==> config.mk <==
export PLATFORM = sky130hd
export DESIGN_NAME = program_counter
export DESIGN_NICKNAME = d
export VERILOG_FILES = /design/src/rtl/program_counter.sv
export SDC_FILE = /design/constraint.sdc
export NUM_CORES = 1
export LEC_CHECK = 0
export CAP_MARGIN = 20
export CORE_MARGIN = 2
export CORE_UTILIZATION = 39
export DETAILED_ROUTE_END_ITERATION = 8
export GPL_TIMING_DRIVEN = 0
export PLACE_DENSITY_LB_ADDON = 0.12
export SLEW_MARGIN = 20
export SYNTH_ARGS = -nofsm -noshare
export SYNTH_HDL_FRONTEND = slang
export SYNTH_SLANG_ARGS = --single-unit
==> constraint.sdc <==
create_clock -name clk -period 3.1 [get_ports clk]
set_input_delay 0.62 -clock clk [delete_from_list [all_inputs] [get_ports clk]]
set_output_delay 0.62 -clock clk [all_outputs]
set_load 0.01 [all_outputs]
==> src/rtl/program_counter.sv <==
// WIDTH-bit program counter for the instruction-fetch path. The per-bit next value
// is a select chain (increment, then load, then clear) feeding registered outputs.
module program_counter #(
    parameter int WIDTH = 16
) (
    input  logic             clk,
    input  logic             reset,
    input  logic             load,
    input  logic             inc,
    input  logic [WIDTH-1:0] in,
    output logic [WIDTH-1:0] out,
    output logic             wrap
);

    // 2:1 select primitive: returns b when s is high, otherwise a.
    function automatic logic sel2(input logic s, input logic a, input logic b);
        return s ? b : a;
    endfunction

    // Half adder: returns {carry, sum}.
    function automatic logic [1:0] halfAdd(input logic a, input logic b);
        return {a & b, a ^ b};
    endfunction

    logic [WIDTH-1:0] outR;
    logic             wrapR;
    logic [WIDTH:0]   carryS;
    logic [WIDTH-1:0] sumS;
    logic [WIDTH-1:0] incPathS;
    logic [WIDTH-1:0] loadPathS;
    logic [WIDTH-1:0] nextOutS;
    logic             wrapNextS;

    // A carry-in tied high turns the half-adder ripple chain into an incrementer.
    assign carryS[0] = 1'b1;

    genvar i;
    generate
        for (i = 0; i < WIDTH; i++) begin : g_bit
            assign {carryS[i+1], sumS[i]} = halfAdd(outR[i], carryS[i]);
            assign incPathS[i]  = sel2(inc,   outR[i],      sumS[i]);
            assign loadPathS[i] = sel2(load,  incPathS[i],  in[i]);
            assign nextOutS[i]  = sel2(reset, loadPathS[i], 1'b0);
        end
    endgenerate

    // The MSB carry only counts as a wrap when the increment branch is the one taken.
    assign wrapNextS = sel2(reset, sel2(load, inc & carryS[WIDTH], 1'b0), 1'b0);

    // Counter and wrap flag registers; clearing is already folded into the next-value chain.
    always_ff @(posedge clk) begin
        outR  <= nextOutS;
        wrapR <= wrapNextS;
    end

    assign out  = outR;
    assign wrap = wrapR;

endmodule
# Word level (Yosys, flattened, before mapping)

Index checks and enable logic that the tools add are counted.

Muxes and demuxes: 32
Bitwise operators: 32
Reductions and logical operators: 2

Operator list:

| kind              | number |
|---|---|
| $mux 1            | 32 |
| $and 1x1->1       | 16 |
| $xor 1x1->1       | 15 |
| $reduce_bool 2->1 | 1 |
| $reduce_or 2->1   | 1 |
| $not 1->1         | 1 |

Flip-flop bits (word level): 17
Input bits: 20
Output and inout port bits: 17
Word-level logic and storage cells: 68

# Logic depth before layout (Yosys ltp)

Word-level depth: 17
Gate-level depth with buffers: 17
Gate-level depth less buffers: 17

# Least setup slack after synthesis

OpenSTA, ideal clock, no wires.

Path kind: reg2reg
Start: register outR[0], in the netlist out[0]
End: register outR[15], in the netlist out[15]
Library setup time: 0.086 ns
Arrival: 3.285 ns
Path slack: -0.271 ns
Cell stages (with the launch flop): 18
Buffers on the path: 0
Path through: dfxtp_1 -> ha_1 -> ha_1 -> ha_1 -> ha_1 -> ha_1 -> ha_1 -> ha_1 -> ha_1 -> ha_1 -> ha_1 -> ha_1 -> ha_1 -> ha_1 -> ha_1 -> ha_1 -> mux2i_1 -> a211oi_1

Word-level cells in the longest chain between the ends: 17

RTL lines:

| what                       | line | source |
|---|---|---|
| start, declared            | 25   | `logic [WIDTH-1:0] outR;` |
| start signal, assigned     | 52   | `outR <= nextOutS;` |
| $and 1x1->1 (14 in series) | 22   | `return {a & b, a ^ b};` |
| $xor 1x1->1                | 22   |  |
| $mux 1 (2 in series)       | 17   | `return s ? b : a;` |

Every way passes these cells. The select of a mux whose other input is x is not followed.
A chain may end at the register's enable or synchronous reset.

# Worst setup path in the final report

Start: register outR[1], in the netlist out[1]
End: register outR[15], in the netlist out[15]

Same word-level chain as after synthesis.

==> results.sh <==
export IMPL_reg2regPathDepth=17
export IMPL_portBuffers=34
export IMPL_outcome="complete, no violations"
export IMPL_hpwl_mm=1.562
export IMPL_synth_top_area_share=0.3465
export IMPL_path_depth=17
export IMPL_cp_end_kind="flip-flop"
export IMPL_area_delta_synth_final_pct=62.04
export IMPL_die_w_um=54.19
export IMPL_die_area_mm2=0.002936
export IMPL_rows=18
export IMPL_syn_area_um2=982.2
export IMPL_critPathMaxStageDelay_ns=0.35
export IMPL_p_leak_nw=0.5933
export IMPL_use_met3=0.03056
export IMPL_synth_nets=123
export IMPL_rsz0062_at_grt="true"
export IMPL_cap_violations=0
export IMPL_r2r_slack_ns=0.01
export IMPL_routed_wl_mm=2.234
export IMPL_busiest_layer="met2"
export IMPL_clk_latency_ns=0.29
export IMPL_start_util=0.4038
export IMPL_drive_above_1_share=0.2188
export IMPL_skew_ns=0.002672
export IMPL_first_iter_violations=2
export IMPL_worst_slack_ns=0.01105
export IMPL_crit_end="out[15]"
export IMPL_worstPathMaxFanout=2
export IMPL_ir_drop_v=0.0002515
export IMPL_path_cells="ha_4 > ha_4 > ha_4 > ha_4 > ha_4 > ha_4 > ha_4 > ha_4 > ha_4 > ha_4 > ha_4 > ha_4 > ha_4 > ha_4 > ha_4 > mux2i_1 > a211oi_1"
export IMPL_grt_max_degree=11
export IMPL_timing_rr_end="out[15]"
export IMPL_ys_top_cells_by_area="dfxtp_1 35%, ha_1 19%, mux2i_1 15%"
export IMPL_slew_violations=0
export IMPL_drtPass1Iterations=3
export IMPL_path_clk_slew_ns=0.10
export IMPL_layout_common_cells="34 x clkdlybuf4s50_1, 16 x nor2b_1, 15 x mux2i_1, 15 x ha_4, 15 x dfxtp_1"
export IMPL_io_pins=37
export IMPL_grt_pass1_wl_mm=3.532
export IMPL_antenna_left=0
export IMPL_vias_per_cell=5.222
export IMPL_use_met1=0.1973
export IMPL_met2_usage=0.2972
export IMPL_root_buffer="clkbuf_4"
export IMPL_crit_type="reg -> reg"
export IMPL_synth_avg_cell_area_um2=11.16
export IMPL_fmax_mhz=323.7
export IMPL_tritoncts="done"
export IMPL_critPathLaunch="out[1]"
export IMPL_numCtsBuffers=3
export IMPL_critPathLaunchType="flip-flop"
export IMPL_hold_class="reg -> reg"
export IMPL_tightest_slew_ns=0.3646
export IMPL_yosysSeqAreaShare=0.3465
export IMPL_ys_warn_count=0
export IMPL_grt_usage=0.1673
export IMPL_period_minus_slack_ns=3.089
export IMPL_routabilityCongestion=0.6718
export IMPL_clk_path_buf_depth=2
export IMPL_core_area_mm2=0.002432
export IMPL_synth_seq_cells=17
export IMPL_dp_cells=152
export IMPL_grt_pass1_vias=830
export IMPL_antenna_found_initial=0
export IMPL_synth_top_cell_by_area="dfxtp_1"
export IMPL_nNetsFinal=164
export IMPL_overflow=0
export IMPL_power_density_mw_per_mm2=321.6
export IMPL_clock_sinks=17
export IMPL_final_common_cell="clkdlybuf4s50_1"
export IMPL_htree_levels=1
export IMPL_num_antenna_cells=0
export IMPL_hold_viol=0
export IMPL_vias=825
export IMPL_setup_viol=0
export IMPL_hold_ws_ns=0.6140
export IMPL_preCtsSetupSlack_ns=-0.1179
export IMPL_fp_dieH_um=54.19
export IMPL_synthDistinctLibCells=15
export IMPL_cpMaxStageDelayCell="dfxtp_2"
export IMPL_fin_setup_tns_ns=0
export IMPL_route_detailed_wl_per_inst_um=14.14
export IMPL_drcViolationCount=0
export IMPL_fillerInstances=184
export IMPL_crit_family="adder cells"
export IMPL_cpMostUsedCell="ha_4"
export IMPL_reg2reg_from="out[1]"
export IMPL_layout_worst_path_cycle_share=0.9964
export IMPL_synth_cells=88
export IMPL_arrival_ns=3.30
export IMPL_maxSlewHeadroom=0.7570
export IMPL_required_ns=3.31
export IMPL_cp_num_buf_inv=0
export IMPL_finalNonFillerCells=158
==> flip-flops by register name, summed over array words and instances (netlist names) <==
| name | count |
|---|---|
| out | 16 |
| wrap | 1 |
==> worst min-delay path by stage <==
stage / end / startpoint / slack, ns / cells past startpoint
finish: out[10] / out[10] / 0.61 / 2
floorplan: out[15] / out[15] / 0.58 / 2
CTS: out[10] / out[10] / 0.62 / 2
detailed placement: out[2] / out[2] / 0.56 / 2
global route: out[7] / out[7] / 0.65 / 2
global placement: out[2] / out[2] / 0.56 / 2
==> Yosys cell counts <==
master     n
a211oi_1  14
a211oi_2   2
buf_1      1
buf_12     1
buf_2      1
buf_4      1
buf_6      1
clkbuf_1   1
dfxtp_1   17
ha_1      15
inv_1      1
mux2i_1   15
nor2b_1   16
nor4bb_1   1
xnor2_1    1
==> metal layers <==
layer	up-vias	share of wire
met5	-	0
met4	0	0.010
met3	2	0.047
met2	23	0.50
met1	396	0.44
li1	404	-
==> power breakdown <==
part / internal (mW) / switching [mW] / total [mW]
Clock: 0.0500 / 0.0704 / 0.120
Combinational: 0.0853 / 0.0513 / 0.137
Sequential: 0.235 / 0.0200 / 0.255
Total: 0.370 / 0.142 / 0.512
==> worst register-to-register path: cells and delay by family (launching register included) <==
kind            cells  cell delay (ns)
fa+ha+maj          15             2.41
compound gates      1             0.18
flops               1             0.35
mux                 1             0.06
==> stage by stage <==
| step | cell area (um^2) | utilization | power (mW) |
|---|---|---|---|
| floorplan | 1050 | - | 0.3169 |
| global placement | 1428 | 0.5869 | 0.3797 |
| detailed placement | 1428 | 0.5869 | 0.3834 |
| CTS | 1592 | 0.6543 | 0.5189 |
| global route | 1592 | 0.6543 | 0.5420 |
| finish | 1592 | 0.6543 | 0.5118 |
==> cell type report <==
type | instances | area (um^2) | share of cell area
repair buffers | 36 | 355.3 | 0.2233
flip-flops and latches | 17 | 342.8 | 0.2154
clock buffers | 4 | 26.28 | 0.01651
inverters | 1 | 3.754 | 0.002358
well taps | 30 | 37.54 | 0.02358
plain buffers | 6 | 51.30 | 0.03223
multi-input cells | 64 | 774.5 | 0.4866
==> kinds of logic after synthesis <==
family,count (synthesis),share of synthesized area
simple gates,17,0.1121
xor+xnor,1,0.008919
mux,15,0.1529
buf+inv,7,0.05604
fa+ha+maj,15,0.1911
flops,17,0.3465
compound gates,16,0.1325
==> what timing repair did <==
item                       CTS  global route
setup buffers                2             0
setup endpoints to repair    2             1
hold buffers                 0             0
gates cloned                 0             0
resized for setup           12             0
pin swaps                    3             1
No activity file was read; power rests on OpenSTA's default activity.
